`src/rtl/alsu_disp_pkg.sv`:
```
// Shared constants for the ALSU result display: segment codes,
// converter state encoding and BCD nibble width.
package alsu_disp_pkg;

    localparam int BCD_W = 4;

    // Active-low segment codes, bit order {g,f,e,d,c,b,a}
    localparam logic [6:0] SEG_0     = 7'b1000000;
    localparam logic [6:0] SEG_1     = 7'b1111001;
    localparam logic [6:0] SEG_2     = 7'b0100100;
    localparam logic [6:0] SEG_3     = 7'b0110000;
    localparam logic [6:0] SEG_4     = 7'b0011001;
    localparam logic [6:0] SEG_5     = 7'b0010010;
    localparam logic [6:0] SEG_6     = 7'b0000010;
    localparam logic [6:0] SEG_7     = 7'b1111000;
    localparam logic [6:0] SEG_8     = 7'b0000000;
    localparam logic [6:0] SEG_9     = 7'b0010000;
    localparam logic [6:0] SEG_MINUS = 7'b0111111;
    localparam logic [6:0] SEG_E     = 7'b0000110;
    localparam logic [6:0] SEG_R     = 7'b0101111;
    localparam logic [6:0] SEG_BLANK = 7'b1111111;

    typedef enum logic [1:0] {
        IDLE,
        SHIFT,
        UPDATE
    } bcd_state_e;

    function automatic logic [6:0] seg_of(input logic [BCD_W-1:0] d);
        case (d)
            4'd0:    return SEG_0;
            4'd1:    return SEG_1;
            4'd2:    return SEG_2;
            4'd3:    return SEG_3;
            4'd4:    return SEG_4;
            4'd5:    return SEG_5;
            4'd6:    return SEG_6;
            4'd7:    return SEG_7;
            4'd8:    return SEG_8;
            4'd9:    return SEG_9;
            default: return SEG_BLANK;
        endcase
    endfunction

endpackage

```
`src/rtl/alsu_seg_display_if.sv`:
```
// ALSU-to-display bundle: ALSU result/leds in, display drive out.
// master = ALSU/driver side, slave = display block.
interface alsu_seg_display_if;
    logic [5:0]  out_in;
    logic [15:0] leds_in;
    logic [3:0]  an;
    logic [6:0]  seg;
    logic        dp;
    logic        busy;
    logic        disp_valid;

    modport master (
        output out_in, leds_in,
        input  an, seg, dp, busy, disp_valid
    );

    modport slave (
        input  out_in, leds_in,
        output an, seg, dp, busy, disp_valid
    );
endinterface

```
`src/rtl/alsu_bin2bcd.sv`:
```
// Sequential double-dabble: 6-bit magnitude -> tens/ones BCD.
// Ports: clk, rst, start, mag[5:0] in; tens, ones, busy, done out.
module alsu_bin2bcd
    import alsu_disp_pkg::*;
(
    input  logic             clk,
    input  logic             rst,
    input  logic             start,
    input  logic [5:0]       mag,
    output logic [BCD_W-1:0] tens,
    output logic [BCD_W-1:0] ones,
    output logic             busy,
    output logic             done
);

    bcd_state_e  state;
    logic [2:0]  cnt;
    logic [13:0] sr;
    logic [13:0] adj;

    // Add-3 correction on each BCD nibble before the shift
    always_comb begin
        adj = sr;
        if (sr[13:10] >= 4'd5) adj[13:10] = sr[13:10] + 4'd3;
        if (sr[9:6]   >= 4'd5) adj[9:6]   = sr[9:6] + 4'd3;
    end

    always_ff @(posedge clk or posedge rst) begin
        if (rst) begin
            state <= IDLE;
            cnt   <= 3'd0;
            sr    <= 14'd0;
            busy  <= 1'b0;
            done  <= 1'b0;
        end else begin
            case (state)
                IDLE: begin
                    done <= 1'b0;
                    if (start) begin
                        sr    <= {8'd0, mag};
                        cnt   <= 3'd0;
                        busy  <= 1'b1;
                        state <= SHIFT;
                    end
                end
                SHIFT: begin
                    sr  <= adj << 1;
                    cnt <= cnt + 3'd1;
                    if (cnt == 3'd5) begin
                        // done is high for exactly the UPDATE cycle
                        done  <= 1'b1;
                        state <= UPDATE;
                    end
                end
                UPDATE: begin
                    done  <= 1'b0;
                    busy  <= 1'b0;
                    state <= IDLE;
                end
                default: state <= IDLE;
            endcase
        end
    end

    assign tens = sr[13:10];
    assign ones = sr[9:6];

endmodule

```
`src/rtl/alsu_seg_display.sv`:
```
// 4-digit 7-segment display of the ALSU result with "Err" override.
// Ports: clk, rst (async high), bus (alsu_seg_display_if.slave).
// Build option ALSU_DISP_LZB_EN: leading-zero blanking of the tens digit.
module alsu_seg_display
    import alsu_disp_pkg::*;
#(
    parameter int SIGNED_IN   = 1,
    parameter int REFRESH_DIV = 50000
)
(
    input  logic               clk,
    input  logic               rst,
    alsu_seg_display_if.slave  bus
);

    localparam int CW = (REFRESH_DIV > 2) ? $clog2(REFRESH_DIV) : 1;

    logic [5:0]       last_val;
    logic             err_q;
    logic             shown_q;
    logic             sign_q;
    logic [BCD_W-1:0] tens_q;
    logic [BCD_W-1:0] ones_q;
    logic             dv_q;

    logic             in_neg;
    logic [5:0]       mag;
    logic             start;
    logic [BCD_W-1:0] b_tens;
    logic [BCD_W-1:0] b_ones;
    logic             b_busy;
    logic             b_done;

    logic [CW-1:0]    rcnt;
    logic [1:0]       idx;
    logic [3:0]       an_q;
    logic [6:0]       seg_q;
    logic [6:0]       seg_nxt;

    assign in_neg = (SIGNED_IN != 0) && bus.out_in[5];
    // -32 wraps to 6'b100000, which reads as 32 unsigned
    assign mag    = in_neg ? (~bus.out_in + 6'd1) : bus.out_in;
    // Changes while busy are dropped; compare resumes once idle
    assign start  = !b_busy && (bus.out_in != last_val);

    alsu_bin2bcd u_bcd (
        .clk   (clk),
        .rst   (rst),
        .start (start),
        .mag   (mag),
        .tens  (b_tens),
        .ones  (b_ones),
        .busy  (b_busy),
        .done  (b_done)
    );

    always_ff @(posedge clk or posedge rst) begin
        if (rst) begin
            last_val <= 6'd0;
            err_q    <= 1'b0;
            shown_q  <= 1'b0;
            sign_q   <= 1'b0;
            tens_q   <= '0;
            ones_q   <= '0;
            dv_q     <= 1'b0;
        end else begin
            err_q <= |bus.leds_in;
            dv_q  <= b_done;
            if (start) last_val <= bus.out_in;
            if (b_done) begin
                // last_val is frozen for the whole conversion
                shown_q <= 1'b1;
                sign_q  <= (SIGNED_IN != 0) && last_val[5];
                tens_q  <= b_tens;
                ones_q  <= b_ones;
            end
        end
    end

    always_comb begin
        seg_nxt = SEG_BLANK;
        if (err_q) begin
            case (idx)
                2'd3:    seg_nxt = SEG_E;
                2'd2:    seg_nxt = SEG_R;
                2'd1:    seg_nxt = SEG_R;
                default: seg_nxt = SEG_BLANK;
            endcase
        end else if (shown_q) begin
            case (idx)
                2'd0: seg_nxt = seg_of(ones_q);
`ifdef ALSU_DISP_LZB_EN
                2'd1: begin
                    if (tens_q != '0)
                        seg_nxt = seg_of(tens_q);
                    else
                        seg_nxt = sign_q ? SEG_MINUS : SEG_BLANK;
                end
                2'd2: seg_nxt = (sign_q && tens_q != '0) ? SEG_MINUS : SEG_BLANK;
`else
                2'd1: seg_nxt = seg_of(tens_q);
                2'd2: seg_nxt = sign_q ? SEG_MINUS : SEG_BLANK;
`endif
                default: seg_nxt = SEG_BLANK;
            endcase
        end
    end

    always_ff @(posedge clk or posedge rst) begin
        if (rst) begin
            rcnt  <= '0;
            idx   <= 2'd0;
            an_q  <= 4'b1111;
            seg_q <= SEG_BLANK;
        end else begin
            if (rcnt == CW'(REFRESH_DIV - 1)) begin
                rcnt <= '0;
                idx  <= idx + 2'd1;
            end else begin
                rcnt <= rcnt + 1'b1;
            end
            an_q  <= ~(4'b0001 << idx);
            seg_q <= seg_nxt;
        end
    end

    assign bus.an         = an_q;
    assign bus.seg        = seg_q;
    assign bus.dp         = 1'b1;
    assign bus.busy       = b_busy;
    assign bus.disp_valid = dv_q;

endmodule

```
`src/flat_wrapper.sv`:
```
// flat-port wrapper written by rule: the top's interface ports become plain ports
module alsu_seg_display_flat import alsu_disp_pkg::*;
#(
    parameter int SIGNED_IN   = 1,
    parameter int REFRESH_DIV = 50000
)
  (clk, rst, bus_out_in, bus_leds_in, bus_an, bus_seg, bus_dp, bus_busy, bus_disp_valid);
  alsu_seg_display_if bus_i ();
  input  logic clk;
  input  logic rst;
  input wire logic [$bits(bus_i.out_in)-1:0] bus_out_in;
  input wire logic [$bits(bus_i.leds_in)-1:0] bus_leds_in;
  output wire logic [$bits(bus_i.an)-1:0] bus_an;
  output wire logic [$bits(bus_i.seg)-1:0] bus_seg;
  output wire logic [$bits(bus_i.dp)-1:0] bus_dp;
  output wire logic [$bits(bus_i.busy)-1:0] bus_busy;
  output wire logic [$bits(bus_i.disp_valid)-1:0] bus_disp_valid;
  assign bus_i.out_in = bus_out_in;
  assign bus_i.leds_in = bus_leds_in;
  assign bus_an = bus_i.an;
  assign bus_seg = bus_i.seg;
  assign bus_dp = bus_i.dp;
  assign bus_busy = bus_i.busy;
  assign bus_disp_valid = bus_i.disp_valid;
  alsu_seg_display #(.SIGNED_IN(SIGNED_IN), .REFRESH_DIV(REFRESH_DIV)) u_core (.clk(clk), .rst(rst), .bus(bus_i));
endmodule
```
`config.mk`:
```
export PLATFORM = sky130hd
export DESIGN_NAME = alsu_seg_display_flat
export DESIGN_NICKNAME = d
export VERILOG_FILES = /design/src/rtl/alsu_disp_pkg.sv /design/src/rtl/alsu_seg_display_if.sv /design/src/rtl/alsu_bin2bcd.sv /design/src/rtl/alsu_seg_display.sv /design/src/flat_wrapper.sv
export SDC_FILE = /design/constraint.sdc
export NUM_CORES = 1
export LEC_CHECK = 0
export CAP_MARGIN = 25
export CORE_UTILIZATION = 40
export CTS_CLUSTER_DIAMETER = 60
export DETAILED_ROUTE_END_ITERATION = 16
export GPL_TIMING_DRIVEN = 0
export HOLD_SLACK_MARGIN = 0.05
export PLACE_DENSITY = 0.65
export SKIP_CTS_REPAIR_TIMING = 1
export SLEW_MARGIN = 20
export SYNTH_ARGS = -nofsm -noshare
export SYNTH_HDL_FRONTEND = slang
export SYNTH_SLANG_ARGS = --single-unit
```
`constraint.sdc`:
```
create_clock -name clk -period 2.6 [get_ports clk]
set_input_delay 0.52 -clock clk [delete_from_list [all_inputs] [get_ports clk]]
set_output_delay 0.52 -clock clk [all_outputs]
set_load 0.05 [all_outputs]
```
Word-level counts from Yosys, hierarchy flattened
Memories as Yosys holds them, arrays and structs flattened. Index checks and enable logic that the tools add are counted. Widths: inputs -> output; s select.

$add $sub $neg: 6. Order comparisons: 2. Equality and inequality tests: 10. Shift operators: 1. Multiplexer cells: 20. Bitwise gates (word level): 2. Reduce and logical (&&, ||, !) cells: 14.

Operator list (number): $pmux 14 s2 (1); $mux 7 (3); $pmux 7 s3 (1); $add 16x1->16 const B (1); $eq 16x16->1 const B (1); $mux 16 (1); $reduce_or 16->1 (1); $mux 14 (1); $pmux 7 s2 (1); $ge 4x3->1 const B (2); $reduce_and 2->1 (4); $add 6x1->6 const B (1); $eq 2x2->1 const B (3); $mux 3 (2); $mux 6 (1); $ne 6x6->1 (1); $not 6->6 (1); $pmux 3 s2 (1); $reduce_bool 2->1 (3); $add 4x2->4 const B (1); $eq 2x1->1 const B (2); $logic_not 2->1 (2); $mux 2 (2); $mux 4 (1); other kinds (14) (17).

Bits in registers: 68. Bits in read-only memories: 224. Input port bits: 24. Output and inout bits: 14. Memories: 2.

Memory list: (name not given) (words 16, width 7, read ports 1, clocked after memory_dff 0, write ports 0, line alsu_disp_pkg.sv:30) `case (d)`; (name not given) (words 16, width 7, read ports 1, clocked after memory_dff 0, write ports 0, line alsu_disp_pkg.sv:30).

Depth between registers and ports, before layout
Gate-level depths: netlist (run 1).

Depth after elaboration: 5. Depth in mapped cells: 8. Gate-level depth less buffers: 7.

By module
From an unflattened synthesis (run 1), not the netlist that was laid out.

Cell total of the unflattened synthesis: 365. Area, all modules: 3692.3 sq um.

By module, submodules not included: alsu_seg_display (instances 1, cells an instance 258, area an instance 2588.7 sq um, seq. area each 1189.9 sq um); alsu_bin2bcd (instances 1, cells an instance 107, area an instance 1103.6 sq um, seq. area each 525.5 sq um).

Worst setup path before layout (run 1)
No wires, ideal clock.

Kind: in2reg. From: in bus_out_in[5]. To: reg u_core.u_bcd.sr[1]. Library setup time: 126 ps. Arrival time: 1453 ps. Data required time: 2474 ps. Slack: 1021 ps. Stages: 6. Buffers on the path: 1. Path through: buf_6 -> xnor2_2 -> nand4_1 -> nor2_1 -> nor4_1 -> a221o_1.

Longest elaborated chain between the ends: 4. Elaborated cells between the ends (all ways): 7. Classes of those cells: eq/ne (2); mux (3); reduce/logical (2).

Ends and longest elaborated chain: start: declaration (line flat_wrapper.sv:11) `input wire logic [$bits(bus_i.out_in)-1:0] bus_out_in;`; $ne 6x6->1 (line alsu_seg_display.sv:44) `assign start = !b_busy && (bus.out_in != last_val);`; $logic_and 1x1->1 (line alsu_seg_display.sv:44); $ne 2x1->1 (no source line); $reduce_and 2->1 (no source line); end signal: assignment (line alsu_bin2bcd.sv:40) `sr <= {8'd0, mag};`; end signal: assignment (line alsu_bin2bcd.sv:47) `sr <= adj << 1;`; end: declaration (line alsu_bin2bcd.sv:18) `logic [13:0] sr;`.

Several ways; a longest one is shown, not always the timed one. The select of a mux whose other input is x is not followed. A chain may end at the register's enable or synchronous reset.

Worst setup path after layout (run 1)
From: reg u_core.an_q[3], in the netlist u_core.bus.an[3]. To: out bus_an[3].

RTL lines: start: declaration (line alsu_seg_display.sv:36) `logic [3:0] an_q;`; start signal: assignment (line alsu_seg_display.sv:122) `an_q <= ~(4'b0001 << idx);`; end: declaration (line flat_wrapper.sv:13) `output wire logic [$bits(bus_i.an)-1:0] bus_an;`.

No word-level cell between the ends.

==> run metrics, run 1 <==
Reg2Reg Depth 6; total power between 3 and 4 mW; ys async rst share 100%; Critical Path Start Type flip-flop; WHS Path Cells 0; worst path required time 2080 ps; Final Core Density a little under 50%; Slew @ Worst Pin a little under 500 ps; Netlist cell types 52; synthesized netlist cell count 360; largest net degree at the start of global routing between 40 and 50; TritonRoute pass-1 iters 4; # diodes 0; Max Clock Skew ~9.5 ps; minimum clock period 2170 ps; critical path's top delay family buffers and inverters; average size of a mapped cell about 10 sq um; Routed Antenna Nets 0; top post-synthesis cells by count dfrtp_1 (57), nand2_1 (38), nor2_1 (28); Post-Place Worst Slack about 410 ps; I/O Pins 38; Post-Place Cells approximately 500; root buffer cell clkbuf_8; top post-synthesis cells by area dfrtp_1 (39%), ha_1 (8.6%), dfstp_2 (7.9%); core area 0.00876 sq mm; Post-synth EDFFs 0; Pins Over Slew Limit 0; Worst-Skew Late Latency 340 ps; slowest CP cell clkdlybuf4s50_1; vias in the first global route 2635; HPWL Detailed between 4000 and 5000 microns; most common flop cell mapped by yosys dfrtp_1; critical path buffer and inverter count 1; clk buf depth 2; initial antenna violation count 0; nets roughly 460; number of synthesized register bits 68; Hold Fails Final Rpt 0; CP arrival approximately 1700 ps; mapped cell area 0.00364 sq mm; gpl congestion about 0.79; Synth Warn # 0; Initial Utilization about two fifths; LEAKAGE roughly 1.9 nW; die height 97.4 microns; most common cell in the synthesized netlist dfrtp_1; DR DRC count 0; worst stage delay on the critical path between 700 and 800 ps; IO buf count 35; RSZ-0062 raised after global routing no; crit path capture type output port; drt wl/cell ~13 microns; DIE AREA roughly 0.0095 sq mm; total global routing overflow 0; TritonCTS clock tree built; Layout area overhead 19.5%; syn_nets roughly 400; share of layout cells above drive strength 1 15.3%; Power Density about 820 mW/mm^2; CP Cell Sequence clkdlybuf4s50_1; Max Cap Viol 0; top cell type's share of synthesized area between 30% and 40%; WL met1 3080 microns; first-pass GRT wire length roughly 12000 microns; met3 WL between 200 and 250 microns; final instance count without filler cells 520; Iter 0 DRT Violations 98; period utilization approximately 84%; H-tree Lvls 3; min setup slack post-route 427 ps; vias per inst 4.99; status completed; cts bufs inserted 9; vias ~2600; top sig layer met4; Max VDD drop 0.000389 V; Max-slew headroom 66.6%; final setup fails 0; sequential share of the synthesized area ~47%; Crit. path cell count 1; met2 WL 3180 microns; clk slew on worst S/H paths 80 ps; WL final 6610 microns; die width between 90 and 100 microns; area leader, netlist dfrtp_1; CP Max Fanout 1; Crit Path Class reg -> out; CTS sink count 68; Cell Rows 34; hold crit path type reg -> reg; gr usage total between 10% and 20%; Fmax 460 MHz
final timing paths:
path                                    from                    end  slack [ps]
min reg2reg                u_core.u_bcd.done  u_core.bus.disp_valid         380
max                         u_core.bus.an[3]              bus_an[3]         430
min                        u_core.u_bcd.done  u_core.bus.disp_valid         380
max reg2reg                  u_core.rcnt[11]          u_core.idx[1]         980
min in group asynchronous                rst     u_core.last_val[4]         490
max in group asynchronous                rst      u_core.bus.seg[3]        1520
registers in the layout (all words and copies together), names as in the netlist:
name / cells
u_core.u_bcd.sr: 14
u_core.u_bcd.state: 2
u_core.u_bcd.busy: 1
u_core.idx: 2
u_core.bus.an: 4
u_core.ones_q: 4
u_core.u_bcd.cnt: 3
u_core.err_q: 1
u_core.u_bcd.done: 1
u_core.tens_q: 4
u_core.bus.seg: 7
u_core.shown_q: 1
u_core.sign_q: 1
u_core.bus.disp_valid: 1
u_core.rcnt: 16
u_core.last_val: 6
stage by stage:
stage	hold WS (ps)	cell area, sq um	TNS [ps]
3_3_place_gp	363	4130	-48130
2_1_floorplan	352	3640	0
6_report	385	4350	0
5_1_grt	411	4350	0
3_5_place_dp	373	4160	0
4_1_cts	396	4350	0
kinds of logic (layout without fill, tap and decap cells):
kind of cell	Yosys count	in the layout	synth area share (%)
compound gates	73	73	13.0
xor+xnor	27	27	6.70
fa+ha+maj	25	25	8.59
buf+inv	40	92	5.36
flops	68	68	47.1
mux	12	12	3.57
other cells	1	1	0.103
simple gates	114	114	15.6
cell usage in the layout (no fill, tap or decap), drive strengths merged, types with 4 or more instances in the layout:
master          n
nand2b         10
clkbuf         16
a21oi          15
buf            11
nand3           8
ha             25
nand4           5
dfrtp          57
xor2           10
dfstp          11
nand2          38
nor4            8
clkdlybuf4s50  35
mux2            8
xnor2          17
nor2           29
o21ai          36
inv            24
mux2i           4
nor3            4
clkinv          4
report_power, final:
| part | total, mW | switching (mW) | internal, mW |
|---|---|---|---|
| registers | 1.47 | 0.184 | 1.29 |
| logic | 1.26 | 0.687 | 0.570 |
| clock network | 0.852 | 0.409 | 0.443 |
| total | 3.58 | 1.28 | 2.30 |
per-layer routing:
layer | GRT usage (%) | up-vias
met4 | 5.77 | 0
met1 | 19.3 | 1230
met3 | 3.88 | 14
met5 | 0 | -
met2 | 25.7 | 42
li1 | - | 1309
final cells by class:
| type | instances | area (sq um) |
|---|---|---|
| Buffer | 16 | 105 |
| Clock buffer | 10 | 128 |
| Clock inverter | 6 | 65.1 |
| Fill cell | 822 | 4410 |
| Inverter | 24 | 92.6 |
| Multi-Input combinational cell | 252 | 1730 |
| Sequential cell | 68 | 1720 |
| Tap cell | 108 | 135 |
| Timing Repair Buffer | 36 | 378 |
Power figures use the tool's default switching activity.
==> inputs of run 2 (changes only) <==
==> constraint.sdc (replaced) <==
create_clock -name clk -period 2.07 [get_ports clk]
set_input_delay 0.414 -clock clk [delete_from_list [all_inputs] [get_ports clk]]
set_output_delay 0.414 -clock clk [all_outputs]
set_load 0.05 [all_outputs]
==> run 2 against run 1 <==
Compared with the run above: cell count increased by 0.19%; worst hold slack got worse by 38 ps; utilization increased by 0.57 points; non-clock buffer count increased by 1; sequential share of layout area decreased by 0.45 points; design area increased by 1.2%; setup slack got worse by 370 ps; clock power increased by 29%; first-iteration DRC count increased by 6.1%; sequential power increased by 26%; critical path type unchanged; die area unchanged.
==> run metrics, run 2 (same netlist as run 1, synthesis figures left out) <==
CP Cell Sequence clkdlybuf4s50_1; clk buf depth 2; HPWL Detailed approximately 4800 microns; worst path required time between 1500 and 2000 ps; core area around 0.0088 sq mm; Crit Path Class reg -> out; design area ~0.0044 sq mm; initial antenna violation count 0; share of layout cells above drive strength 1 between 10% and 20%; total power 4.52 mW; status completed; vias per inst ~5.0; CP arrival 1600 ps; nets between 400 and 500; gr usage total about 15%; Critical Path Start Type flip-flop; crit path capture type output port; Final Core Density about half; DR DRC count 0; hold crit path type in -> reg; slowest CP cell clkdlybuf4s50_1; Worst-Skew Late Latency between 300 and 400 ps; critical path buffer and inverter count 1; period utilization between 90% and 100%; RSZ-0062 raised after global routing no; Most Used Layer, Global Route met2; gpl congestion ~0.8; met3 Usage GRT about 3.5%; min setup slack post-route between 50 and 60 ps; commonest non-fill, non-tap cell in the layout dfrtp_1; clk slew on worst S/H paths ~80 ps; Initial Utilization 41.5%; Pins Over Slew Limit 0; most frequent cells in the layout dfrtp_1 (57), nand2_1 (38), nor2_1 (28); Routed Antenna Nets 0; DIE AREA ~0.0095 sq mm; CP Max Fanout 4; Max-slew headroom roughly 63%; Placed Area between 0.004 and 0.005 sq mm; minimum clock period 2010 ps; Cell Rows 34; worst stage delay on the critical path between 800 and 900 ps; final setup fails 0; Fmax a little under 500 MHz; Layout area overhead 20.8%; GR Util met2 23.8%; Iter 0 DRT Violations 104; die height 97.4 microns; LEAKAGE 1.95 nW; largest net degree at the start of global routing 28; WL final approximately 6600 microns; TritonCTS clock tree built; first-pass GRT wire length approximately 12000 microns; Max VDD drop approximately 0.00052 V; TritonRoute pass-1 iters 4; critical path's top delay family buffers and inverters; Slew @ Worst Pin approximately 550 ps; H-tree Lvls 3; I/O Pins 38; # diodes 0; Max Cap Viol 0; Hold Fails Final Rpt 0; root buffer cell clkbuf_8; total global routing overflow 0; CTS sink count 68; Post-Place Worst Slack -49.2 ps; cts bufs inserted 9; Power Density just over 1000 mW/mm^2; GR Util met1 between 10% and 20%; vias approximately 2600; IO buf count 35; max FFs per register 16; Max Clock Skew 14.2 ps; die width 97.4 microns; vias in the first global route 2560; most flop-heavy register u_core.rcnt; fillers ~800; drt wl/cell ~13 microns
run 2: cell type report:
cell class / instances / area [sq um] / area share, %
clock buffer: 11 / 141 / 3.21
tap: 108 / 135 / 3.07
clock inverter: 5 / 52.6 / 1.19
sequential: 68 / 1720 / 39.0
buffer: 16 / 105 / 2.39
timing repair buffer: 37 / 425 / 9.67
multi-input combinational: 252 / 1730 / 39.3
inverter: 24 / 93.8 / 2.13
run 2: report_power, final:
part           internal [mW]  leakage (nW)  switching (mW)
Clock                  0.583        0.0991           0.517
Sequential              1.62         0.843           0.229
Combinational          0.719          1.01           0.854
Total                   2.92          1.95            1.60
run 2: metal layers:
metal | wire length (microns) | vias to the layer above
met3 | 258 | 11
met1 | 3270 | 1219
met2 | 2990 | 45
met4 | 131 | 0
li1 | - | 1321
met5 | 0 | -
run 2: path summary, 6_finish.rpt:
kind	from	endpoint	slack (ps)	depth (start not counted)
worst max-delay path	u_core.u_bcd.busy	bus_busy	60	1
worst min-delay path	bus_out_in[5]	u_core.last_val[5]	350	2
worst max register to register	u_core.u_bcd.sr[7]	u_core.u_bcd.sr[8]	490	6
worst min register to register	u_core.u_bcd.done	u_core.bus.disp_valid	400	0
max in group asynchronous	rst	u_core.bus.seg[3]	1030	3
min in group asynchronous	rst	u_core.last_val[2]	450	2
run 2: metrics by stage:
stage	setup TNS, ps	hold WS (ps)	cells
after floorplan	0	352	360
after global placement	-103	364	503
after detailed placement	-214	367	505
after CTS	-142	328	521
after global routing	0	345	521
final	0	346	521
